===== config.mk =====
export PLATFORM = sky130hd
export DESIGN_NAME = ram_bist_ctrl_flat
export DESIGN_NICKNAME = d
export VERILOG_FILES = /design/src/rtl/ram_bist_ctrl_if.sv /design/src/rtl/ram_bist_ctrl.sv /design/src/flat_wrapper.sv
export SDC_FILE = /design/constraint.sdc
export NUM_CORES = 1
export LEC_CHECK = 0
export BUFFER_PORTS_ARGS = -buffer_cell sky130_fd_sc_hd__buf_2
export CAP_MARGIN = 20
export CORE_ASPECT_RATIO = 0.7
export CORE_UTILIZATION = 55
export CTS_BUF_LIST = sky130_fd_sc_hd__clkbuf_4 sky130_fd_sc_hd__clkbuf_8
export DETAILED_ROUTE_END_ITERATION = 16
export PLACE_DENSITY_LB_ADDON = 0.25
export SLEW_MARGIN = 0
export SYNTH_ARGS = -nofsm -noshare
export SYNTH_HDL_FRONTEND = slang
export SYNTH_SLANG_ARGS = --single-unit

===== constraint.sdc =====
create_clock -name i_clk -period 4.4 [get_ports i_clk]
set_input_delay 0.22 -clock i_clk [delete_from_list [all_inputs] [get_ports i_clk]]
set_output_delay 0.22 -clock i_clk [all_outputs]
set_load 0.01 [all_outputs]

===== src/rtl/ram_bist_ctrl_if.sv =====
// RAM-side bus of the BIST controller: write port plus read address/data of a simple-dual-port RAM.
// The controller takes the master modport and the RAM (or its model) takes the slave modport.
interface ram_bist_ctrl_if #(
    parameter int ADDR_WIDTH = 6,
    parameter int DATA_WIDTH = 8
);
    logic                  wr_en;
    logic [ADDR_WIDTH-1:0] wr_addr;
    logic [DATA_WIDTH-1:0] wr_data;
    logic [ADDR_WIDTH-1:0] rd_addr;
    logic [DATA_WIDTH-1:0] rd_data;

    modport master (output wr_en, wr_addr, wr_data, rd_addr, input rd_data);
    modport slave  (input wr_en, wr_addr, wr_data, rd_addr, output rd_data);
endinterface


===== src/rtl/ram_bist_ctrl.sv =====
// BIST controller for a simple-dual-port RAM: it writes a pattern, reads it back and counts mismatches.
// Optional RAM_BIST_FAULT_INJ_EN adds ports that flip bit 0 of one written word to self-test the checker.
module ram_bist_ctrl #(
    parameter int ADDR_WIDTH    = 6,
    parameter int DATA_WIDTH    = 8,
    parameter int RD_LATENCY    = 2,
    parameter int ERR_CNT_WIDTH = 4
) (
    input  logic                     i_clk,
    input  logic                     i_rst_n,
    input  logic                     i_start,
    input  logic [1:0]               i_pattern_sel,
`ifdef RAM_BIST_FAULT_INJ_EN
    input  logic                     i_inj_en,
    input  logic [ADDR_WIDTH-1:0]    i_inj_addr,
`endif
    output logic                     o_busy,
    output logic                     o_done,
    output logic                     o_pass,
    output logic [ERR_CNT_WIDTH-1:0] o_err_cnt,
    output logic [ADDR_WIDTH-1:0]    o_first_err_addr,
    ram_bist_ctrl_if.master          ram
);

    localparam logic [ADDR_WIDTH-1:0]    LAST_ADDR  = {ADDR_WIDTH{1'b1}};
    localparam logic [ADDR_WIDTH-1:0]    DRAIN_LAST = ADDR_WIDTH'(RD_LATENCY - 1);
    localparam logic [ERR_CNT_WIDTH-1:0] ERR_MAX    = {ERR_CNT_WIDTH{1'b1}};

    typedef enum logic [2:0] {
        S_IDLE,
        S_WRITE,
        S_READ,
        S_DRAIN,
        S_DONE
    } state_t;

    state_t                          r_state, w_state_nxt;
    logic [ADDR_WIDTH-1:0]           r_addr, w_addr_nxt;
    logic                            w_accept;
    logic [1:0]                      r_pat;
    logic [ERR_CNT_WIDTH-1:0]        r_err_cnt;
    logic [ADDR_WIDTH-1:0]           r_first_err;
    logic [RD_LATENCY:1]             r_vld_pipe;
    logic [RD_LATENCY:1][ADDR_WIDTH-1:0] r_addr_pipe;
    logic [DATA_WIDTH-1:0]           w_exp;
    logic                            w_mis;
    logic                            w_inj;

    function automatic logic [DATA_WIDTH-1:0] f_pattern(input logic [1:0] sel,
                                                        input logic [ADDR_WIDTH-1:0] a);
        logic [DATA_WIDTH-1:0] d;
        d = '0;
        case (sel)
            2'd0: d = {DATA_WIDTH{1'b1}} - DATA_WIDTH'(a);
            2'd1: d = DATA_WIDTH'(a);
            default: begin
                for (int i = 0; i < DATA_WIDTH; i++) d[i] = 1'(i % 2) ^ a[0];
                if (sel == 2'd3) d = ~d;
            end
        endcase
        return d;
    endfunction

    // r_addr doubles as the drain-cycle counter: it wraps to 0 on entering DRAIN.
    always_comb begin
        w_state_nxt = r_state;
        w_addr_nxt  = r_addr;
        w_accept    = 1'b0;
        case (r_state)
            S_IDLE, S_DONE: begin
                if (i_start) begin
                    w_accept    = 1'b1;
                    w_state_nxt = S_WRITE;
                    w_addr_nxt  = '0;
                end
            end
            S_WRITE: begin
                w_addr_nxt = r_addr + 1'b1;
                if (r_addr == LAST_ADDR) w_state_nxt = S_READ;
            end
            S_READ: begin
                w_addr_nxt = r_addr + 1'b1;
                if (r_addr == LAST_ADDR) w_state_nxt = S_DRAIN;
            end
            S_DRAIN: begin
                w_addr_nxt = r_addr + 1'b1;
                if (r_addr == DRAIN_LAST) begin
                    w_state_nxt = S_DONE;
                    w_addr_nxt  = '0;
                end
            end
            default: w_state_nxt = S_IDLE;
        endcase
    end

`ifdef RAM_BIST_FAULT_INJ_EN
    logic                  r_inj_en;
    logic [ADDR_WIDTH-1:0] r_inj_addr;

    always_ff @(posedge i_clk) begin
        if (!i_rst_n) begin
            r_inj_en   <= 1'b0;
            r_inj_addr <= '0;
        end else if (w_accept) begin
            r_inj_en   <= i_inj_en;
            r_inj_addr <= i_inj_addr;
        end
    end

    assign w_inj = r_inj_en && (r_addr == r_inj_addr);
`else
    assign w_inj = 1'b0;
`endif

    assign w_exp = f_pattern(r_pat, r_addr_pipe[RD_LATENCY]);
    assign w_mis = r_vld_pipe[RD_LATENCY] && (ram.rd_data != w_exp);

    always_ff @(posedge i_clk) begin
        if (!i_rst_n) begin
            r_state     <= S_IDLE;
            r_addr      <= '0;
            r_pat       <= '0;
            r_err_cnt   <= '0;
            r_first_err <= '0;
            r_vld_pipe  <= '0;
            r_addr_pipe <= '0;
        end else begin
            r_state        <= w_state_nxt;
            r_addr         <= w_addr_nxt;
            r_vld_pipe[1]  <= (r_state == S_READ);
            r_addr_pipe[1] <= r_addr;
            for (int k = 2; k <= RD_LATENCY; k++) begin
                r_vld_pipe[k]  <= r_vld_pipe[k-1];
                r_addr_pipe[k] <= r_addr_pipe[k-1];
            end
            if (w_accept) begin
                r_pat       <= i_pattern_sel;
                r_err_cnt   <= '0;
                r_first_err <= '0;
            end else if (w_mis) begin
                if (r_err_cnt != ERR_MAX) r_err_cnt <= r_err_cnt + 1'b1;
                if (r_err_cnt == '0) r_first_err <= r_addr_pipe[RD_LATENCY];
            end
        end
    end

    assign o_busy           = (r_state == S_WRITE) || (r_state == S_READ) || (r_state == S_DRAIN);
    assign o_done           = (r_state == S_DONE);
    assign o_pass           = o_done && (r_err_cnt == '0);
    assign o_err_cnt        = r_err_cnt;
    assign o_first_err_addr = r_first_err;

    assign ram.wr_en   = (r_state == S_WRITE);
    assign ram.wr_addr = ram.wr_en ? r_addr : '0;
    assign ram.wr_data = ram.wr_en ? (f_pattern(r_pat, r_addr) ^ {{(DATA_WIDTH-1){1'b0}}, w_inj}) : '0;
    assign ram.rd_addr = (r_state == S_READ) ? r_addr : '0;

endmodule


===== src/flat_wrapper.sv =====
// flat-port wrapper written by rule: the top's interface ports become plain ports
module ram_bist_ctrl_flat 
#(
    parameter int ADDR_WIDTH    = 6,
    parameter int DATA_WIDTH    = 8,
    parameter int RD_LATENCY    = 2,
    parameter int ERR_CNT_WIDTH = 4
)
  (i_clk, i_rst_n, i_start, i_pattern_sel, o_busy, o_done, o_pass, o_err_cnt, o_first_err_addr, ram_wr_en, ram_wr_addr, ram_wr_data, ram_rd_addr, ram_rd_data);
  ram_bist_ctrl_if #(.ADDR_WIDTH(ADDR_WIDTH), .DATA_WIDTH(DATA_WIDTH)) ram_i ();
  input  logic i_clk;
  input  logic i_rst_n;
  input  logic i_start;
  input  logic [1:0] i_pattern_sel;
  output logic o_busy;
  output logic o_done;
  output logic o_pass;
  output logic [ERR_CNT_WIDTH-1:0] o_err_cnt;
  output logic [ADDR_WIDTH-1:0] o_first_err_addr;
  output wire logic [$bits(ram_i.wr_en)-1:0] ram_wr_en;
  output wire logic [$bits(ram_i.wr_addr)-1:0] ram_wr_addr;
  output wire logic [$bits(ram_i.wr_data)-1:0] ram_wr_data;
  output wire logic [$bits(ram_i.rd_addr)-1:0] ram_rd_addr;
  input wire logic [$bits(ram_i.rd_data)-1:0] ram_rd_data;
  assign ram_wr_en = ram_i.wr_en;
  assign ram_wr_addr = ram_i.wr_addr;
  assign ram_wr_data = ram_i.wr_data;
  assign ram_rd_addr = ram_i.rd_addr;
  assign ram_i.rd_data = ram_rd_data;
  ram_bist_ctrl #(.ADDR_WIDTH(ADDR_WIDTH), .DATA_WIDTH(DATA_WIDTH), .RD_LATENCY(RD_LATENCY), .ERR_CNT_WIDTH(ERR_CNT_WIDTH)) u_core (.i_clk(i_clk), .i_rst_n(i_rst_n), .i_start(i_start), .i_pattern_sel(i_pattern_sel), .o_busy(o_busy), .o_done(o_done), .o_pass(o_pass), .o_err_cnt(o_err_cnt), .o_first_err_addr(o_first_err_addr), .ram(ram_i));
endmodule

# Yosys cells after proc, flatten, opt, wreduce, memory -nomap -nowiden
# Index checks and enable logic that the tools add are counted.
# Widths: inputs -> output; s select.
# word_totals
regBits,35
in_bits,13
out_inout_bits,34
# classes
add_sub_neg,4
n_eq_ne,14
mux,17
n_bitwise,5
reduce_logical,15
# op_table
operator,count
$pmux 8 s2,2
$mux 6,4
$mux 8,3
$pmux 6 s3,1
$not 8->8,2
$sub 1x7->8 const A,2
$mux 3,4
$pmux 3 s4,1
$ne 8x8->1,1
$add 6x1->6 const B,1
$eq 3x2->1 const B,2
$eq 6x1->1 const B,1
$eq 6x6->1 const B,1
$reduce_and 2->1,3
$reduce_or 2->1,3
$add 4x1->4 const B,1
$logic_not 4->1,1
$ne 2x1->1 const B,2
$ne 2x2->1 const B,2
$ne 4x4->1 const B,1
$reduce_and 4->1,1
$eq 3x1->1 const B,1
$eq 3x3->1 const B,1
$logic_not 3->1,1
8 further kinds,13

# Logic depth before layout (Yosys ltp)
# depth
ltp_word,7
mapped_depth,9

# Worst setup path before layout
# No wires, ideal clock.
# synth_path
kind,flip-flop to flip-flop
from,register u_core.r_pat[0]
to,"register u_core.r_first_err[2], in the netlist u_core.o_first_err_addr[2]"
arrival_ps,1775
path_slack_ps,2509
stages_incl_launch_ff,9
n_path_buf,4
period_less_slack_ps,1891
cell_sequence,dfxtp_1 > clkbuf_2 > buf_2 > buf_4 > a41oi_1 > nand4_1 > o311a_1 > buf_2 > a31o_2
# synth_via
elab_chain_len,6
elab_cells_between_ends,8
# synth_lines
element,line,source
from (decl),ram_bist_ctrl.sv:40,logic [1:0] r_pat;
from (signal assigned),ram_bist_ctrl.sv:137,r_pat <= i_pattern_sel;
$eq 2x2->1,ram_bist_ctrl.sv:58,if (sel == 2'd3) d = ~d;
$mux 8,ram_bist_ctrl.sv:58,
$pmux 8 s2 *,ram_bist_ctrl.sv:53,case (sel)
$ne 8x8->1 *,ram_bist_ctrl.sv:116,assign w_mis = r_vld_pipe[RD_LATENCY] && (ram.rd_data != w_exp);
$logic_and 1x1->1 *,ram_bist_ctrl.sv:116,
$reduce_and 2->1 (no line) *,n/a,
to (signal assigned),ram_bist_ctrl.sv:142,if (r_err_cnt == '0) r_first_err <= r_addr_pipe[RD_LATENCY];
to (decl),ram_bist_ctrl.sv:42,logic [ADDR_WIDTH-1:0] r_first_err;
# Every way passes the cells marked *; elsewhere a longest branch is shown, timed or not.
# A chain may end at the register's enable or synchronous reset.

# Worst setup path after layout
# layout_path
from,register u_core.r_pat[0]
to,"register u_core.r_err_cnt[2], in the netlist u_core.o_err_cnt[2]"
# layout_via
elab_chain_len,6
elab_cells_between_ends,8
# layout_lines
element,line,source
$eq 2x2->1,ram_bist_ctrl.sv:58,
$mux 8,ram_bist_ctrl.sv:58,
$pmux 8 s2 *,ram_bist_ctrl.sv:53,
$ne 8x8->1 *,ram_bist_ctrl.sv:116,
$logic_and 1x1->1 *,ram_bist_ctrl.sv:116,
$reduce_and 2->1 (no line) *,n/a,
to (signal assigned),ram_bist_ctrl.sv:141,if (r_err_cnt != ERR_MAX) r_err_cnt <= r_err_cnt + 1'b1;
to (decl),ram_bist_ctrl.sv:41,logic [ERR_CNT_WIDTH-1:0] r_err_cnt;
# Marked as above.

==> impl_metrics.yaml <==
power_and_ir_drop:
  powerDensity_nw_per_um2: 290.1
  power_leakage_uw: 0.001008
  irDropWorstVdd_mv: 0.2491
cts:
  ctsResizeCount: 0
  hold_buffers: 0
  clock_path_buffers: 2
  root_buffer: "clkbuf_8"
  clock_sinks: 35
  htreeDepth: 2
  insertion_delay_ns: 0.28
  numCtsBuffers: 5
  cts_tree: "built"
  path_clk_slew_ns: 0.07
  cts_setup_buffers: 0
final_layout:
  diodes: 0
  drive_gt1_share_pct: 23.13
  fill_cells: 289
  syn_to_final_growth_pct: 15.66
  finalNonFillerCells: 328
  nets: 298
  regArea_um2: 700.7
  multi_input_area_um2: 1132
sta:
  slew_headroom_pct: 37.16
  drv_slew: 0
  tightest_slew_ns: 0.9414
  period_share_pct: 58.21
  finalCriticalPeriod_ns: 2.561
  tns_ns: 0
  setup_viol: 0
  hold_viol_final: 0
  fin_worst_skew_ns: 0.005056
  rsz0062_at_grt: "no"
  max_freq_ghz: 0.3904
synthesis:
  syn-num-nets: 259
  syn_avg_cell_area_um2: 8.024
  synthCells: 242
  synth_area_um2: 1942
  synth_top_area_cell: "dfxtp_1"
  ys_async_sr_fraction_pct: 0
  yosysTopAreaCellShare_pct: 36.08
  yosysUniqueCellTypes: 44
  synth_edf_count: 0
  seq_area_frac_synth_pct: 36.08
  synth_seq_cells: 35
  ys_warn_count: 0
  ys_top_cells_by_area: "dfxtp_1 (36%), and2_1 (7.7%), nor2_1 (5.6%), xnor2_1 (5.0%), nand2_1 (4.1%)"
  synth_ff_type: "dfxtp_1"
worst_setup_path:
  cpMostUsedCell: "xnor2_1"
  cp.buffers_inverters: 0
  worstSetupEndpointType: "register"
  arrival_ns: 2.77
  path_class: "register to register"
  reg2reg_from: "u_core.r_pat[0]$_SDFFE_PN0P_"
  cpLargestDelayFamily: "flip-flops"
  crit_chain: "xnor2_1, xnor2_1, a41oi_1, nand4_1, or3_4, and4b_1, a211oi_2"
  crit_slowest_cell: "dfxtp_1"
  slowest_delay_ns: 0.94
  cp-start-kind: "register"
  crit_start: "u_core.r_pat[0]$_SDFFE_PN0P_"
  crit_required_ns: 4.61
  crit_fanout: 24
global_route:
  grt_start_max_net_pins: 25
  antenna_found_initial: 0
  grt_overflow: 0
  grt_pass1_vias: 1540
  grt_usage_pct: 24.94
  grt_first_pass_wirelength_um: 7017
routing:
  drt_first_pass_iters: 4
  antenna_left: 0
  vias: 1748
  drt_iter0_drc: 110
  viasPerCell: 5.329
  wl_per_cell_um: 13.22
  wl_um: 4335
  post-route-drc-count: 0
floorplan:
  rows: 17
  die-height_um: 51.72
  initial_core_util_pct: 59.67
  core_area_um2: 3254
  die-area_um2: 3776
  ios: 47
  die_w_um: 73.02
worst_hold_path:
  worstHoldStart: "i_pattern_sel[1]"
  hold_class: "input pin to register"
placement:
  place_congestion: 0.8723
  dp_cells: 321
  port_buffers: 46
  place_hpwl_um: 3091
flow_run:
  maxCapViolCount: 0
status:
  status: "completed"
## Yosys cell counts, types with 2 or more instances
cell type,number
dfxtp_1,35
nor2_1,29
o22ai_1,4
o21ai_0,9
o311a_1,2
a31o_2,6
inv_1,10
nand2b_1,2
and4b_1,2
and3_1,2
nand2_1,21
nor3b_1,3
nand4_1,3
buf_2,2
a211oi_1,2
xor2_1,9
a21boi_0,2
and2_1,24
a21oi_1,11
buf_4,3
ha_1,4
nor3_1,5
xnor2_1,11
clkbuf_1,8
mux2i_1,2
o21ai_1,2
o31ai_1,2
nand3b_1,3
a31oi_1,5
nand3_1,5
## worst register-to-register path, cell delays in order (launching register included)
cell	delay (ns)
dfxtp_1	0.94
xnor2_1	0.19
xnor2_1	0.19
a41oi_1	0.17
nand4_1	0.17
or3_4	0.39
and4b_1	0.23
a211oi_2	0.20
## per-stage QoR
step                      hold slack, ns  util, %  total power (uW)  setup WS (ns)  cell area [um2]
after floorplan                   0.3761        -             409.7          2.509             1942
after global placement            0.4145    66.47             434.5          1.994             2163
after detailed placement          0.4211    66.47             436.6          1.929             2163
after CTS                         0.2051    69.01             655.8          1.870             2246
after global routing              0.2479    69.01             683.7          1.668             2246
final                             0.2091    69.01             651.6          1.839             2246
## cell families after synthesis
family | share of synthesized area, %
fa+ha+maj | 2.577
buf+inv | 5.605
mux | 1.031
xor+xnor | 9.021
flops | 36.08
simple gates | 29.51
compound gates | 16.17
## flip-flops by register name, summed over array words and instances, names as in the netlist
register	cells
u_core.o_first_err_addr	6
u_core.r_addr	6
u_core.o_err_cnt	4
u_core.r_pat	2
u_core.r_vld_pipe	2
u_core.r_addr_pipe	12
u_core.r_state	3
## final timing paths
kind	cells past startpoint	slack [ns]	endpoint
setup / recovery	7	1.84	u_core.o_err_cnt[2]$_SDFFE_PP0P_
hold reg to reg	1	0.43	u_core.r_addr_pipe[8]$_SDFF_PN0_
setup reg to reg	7	1.84	u_core.o_err_cnt[2]$_SDFFE_PP0P_
hold / removal	3	0.21	u_core.r_pat[1]$_SDFFE_PN0P_
## layout make-up
cell class	instances	share of cell area [%]
multi-input cells	182	50.42
flip-flops and latches	35	31.20
repair buffers	46	10.25
clock buffers	5	3.064
well taps	47	2.618
inverters	11	1.838
clock inverters	2	0.6128
## cell usage in the layout, fill, tap and decap left out, types with 2 or more instances in the layout
master and instances:
o31ai_1 2, a31oi_1 5, nor3_1 5, nand2b_1 2, a211oi_1 2, nand2_1 21
nor2_1 29, inv_1 10, buf_2 46, o22ai_1 4, clkbuf_8 5, xor2_1 9
a21oi_1 11, and2_1 24, nand4_1 3, o21ai_0 9, a31o_2 6, nor3b_1 3
nand3b_1 3, nand3_1 5, a21boi_0 2, xnor2_1 11, o21ai_1 2, ha_1 4
and3_1 2, and4b_1 2, dfxtp_1 35, mux2i_1 2, o311a_1 2
## where the power goes
part / internal (uW) / total, uW / switching [uW]
Clock: 108 / 220 / 112
Combinational: 40.0 / 93.8 / 53.8
Sequential: 322 / 338 / 15.0
Total: 471 / 652 / 181
## metal layers
| layer | up-vias | track usage (%) | wire (um) |
|---|---|---|---|
| met2 | 53 | 34.72 | 1746 |
| met5 | - | 0 | 0 |
| met3 | 7 | 6.589 | 308 |
| met1 | 784 | 36.12 | 2225 |
| li1 | 904 | - | - |
| met4 | 0 | 10.13 | 55 |
(Power assumes the default switching activity.)
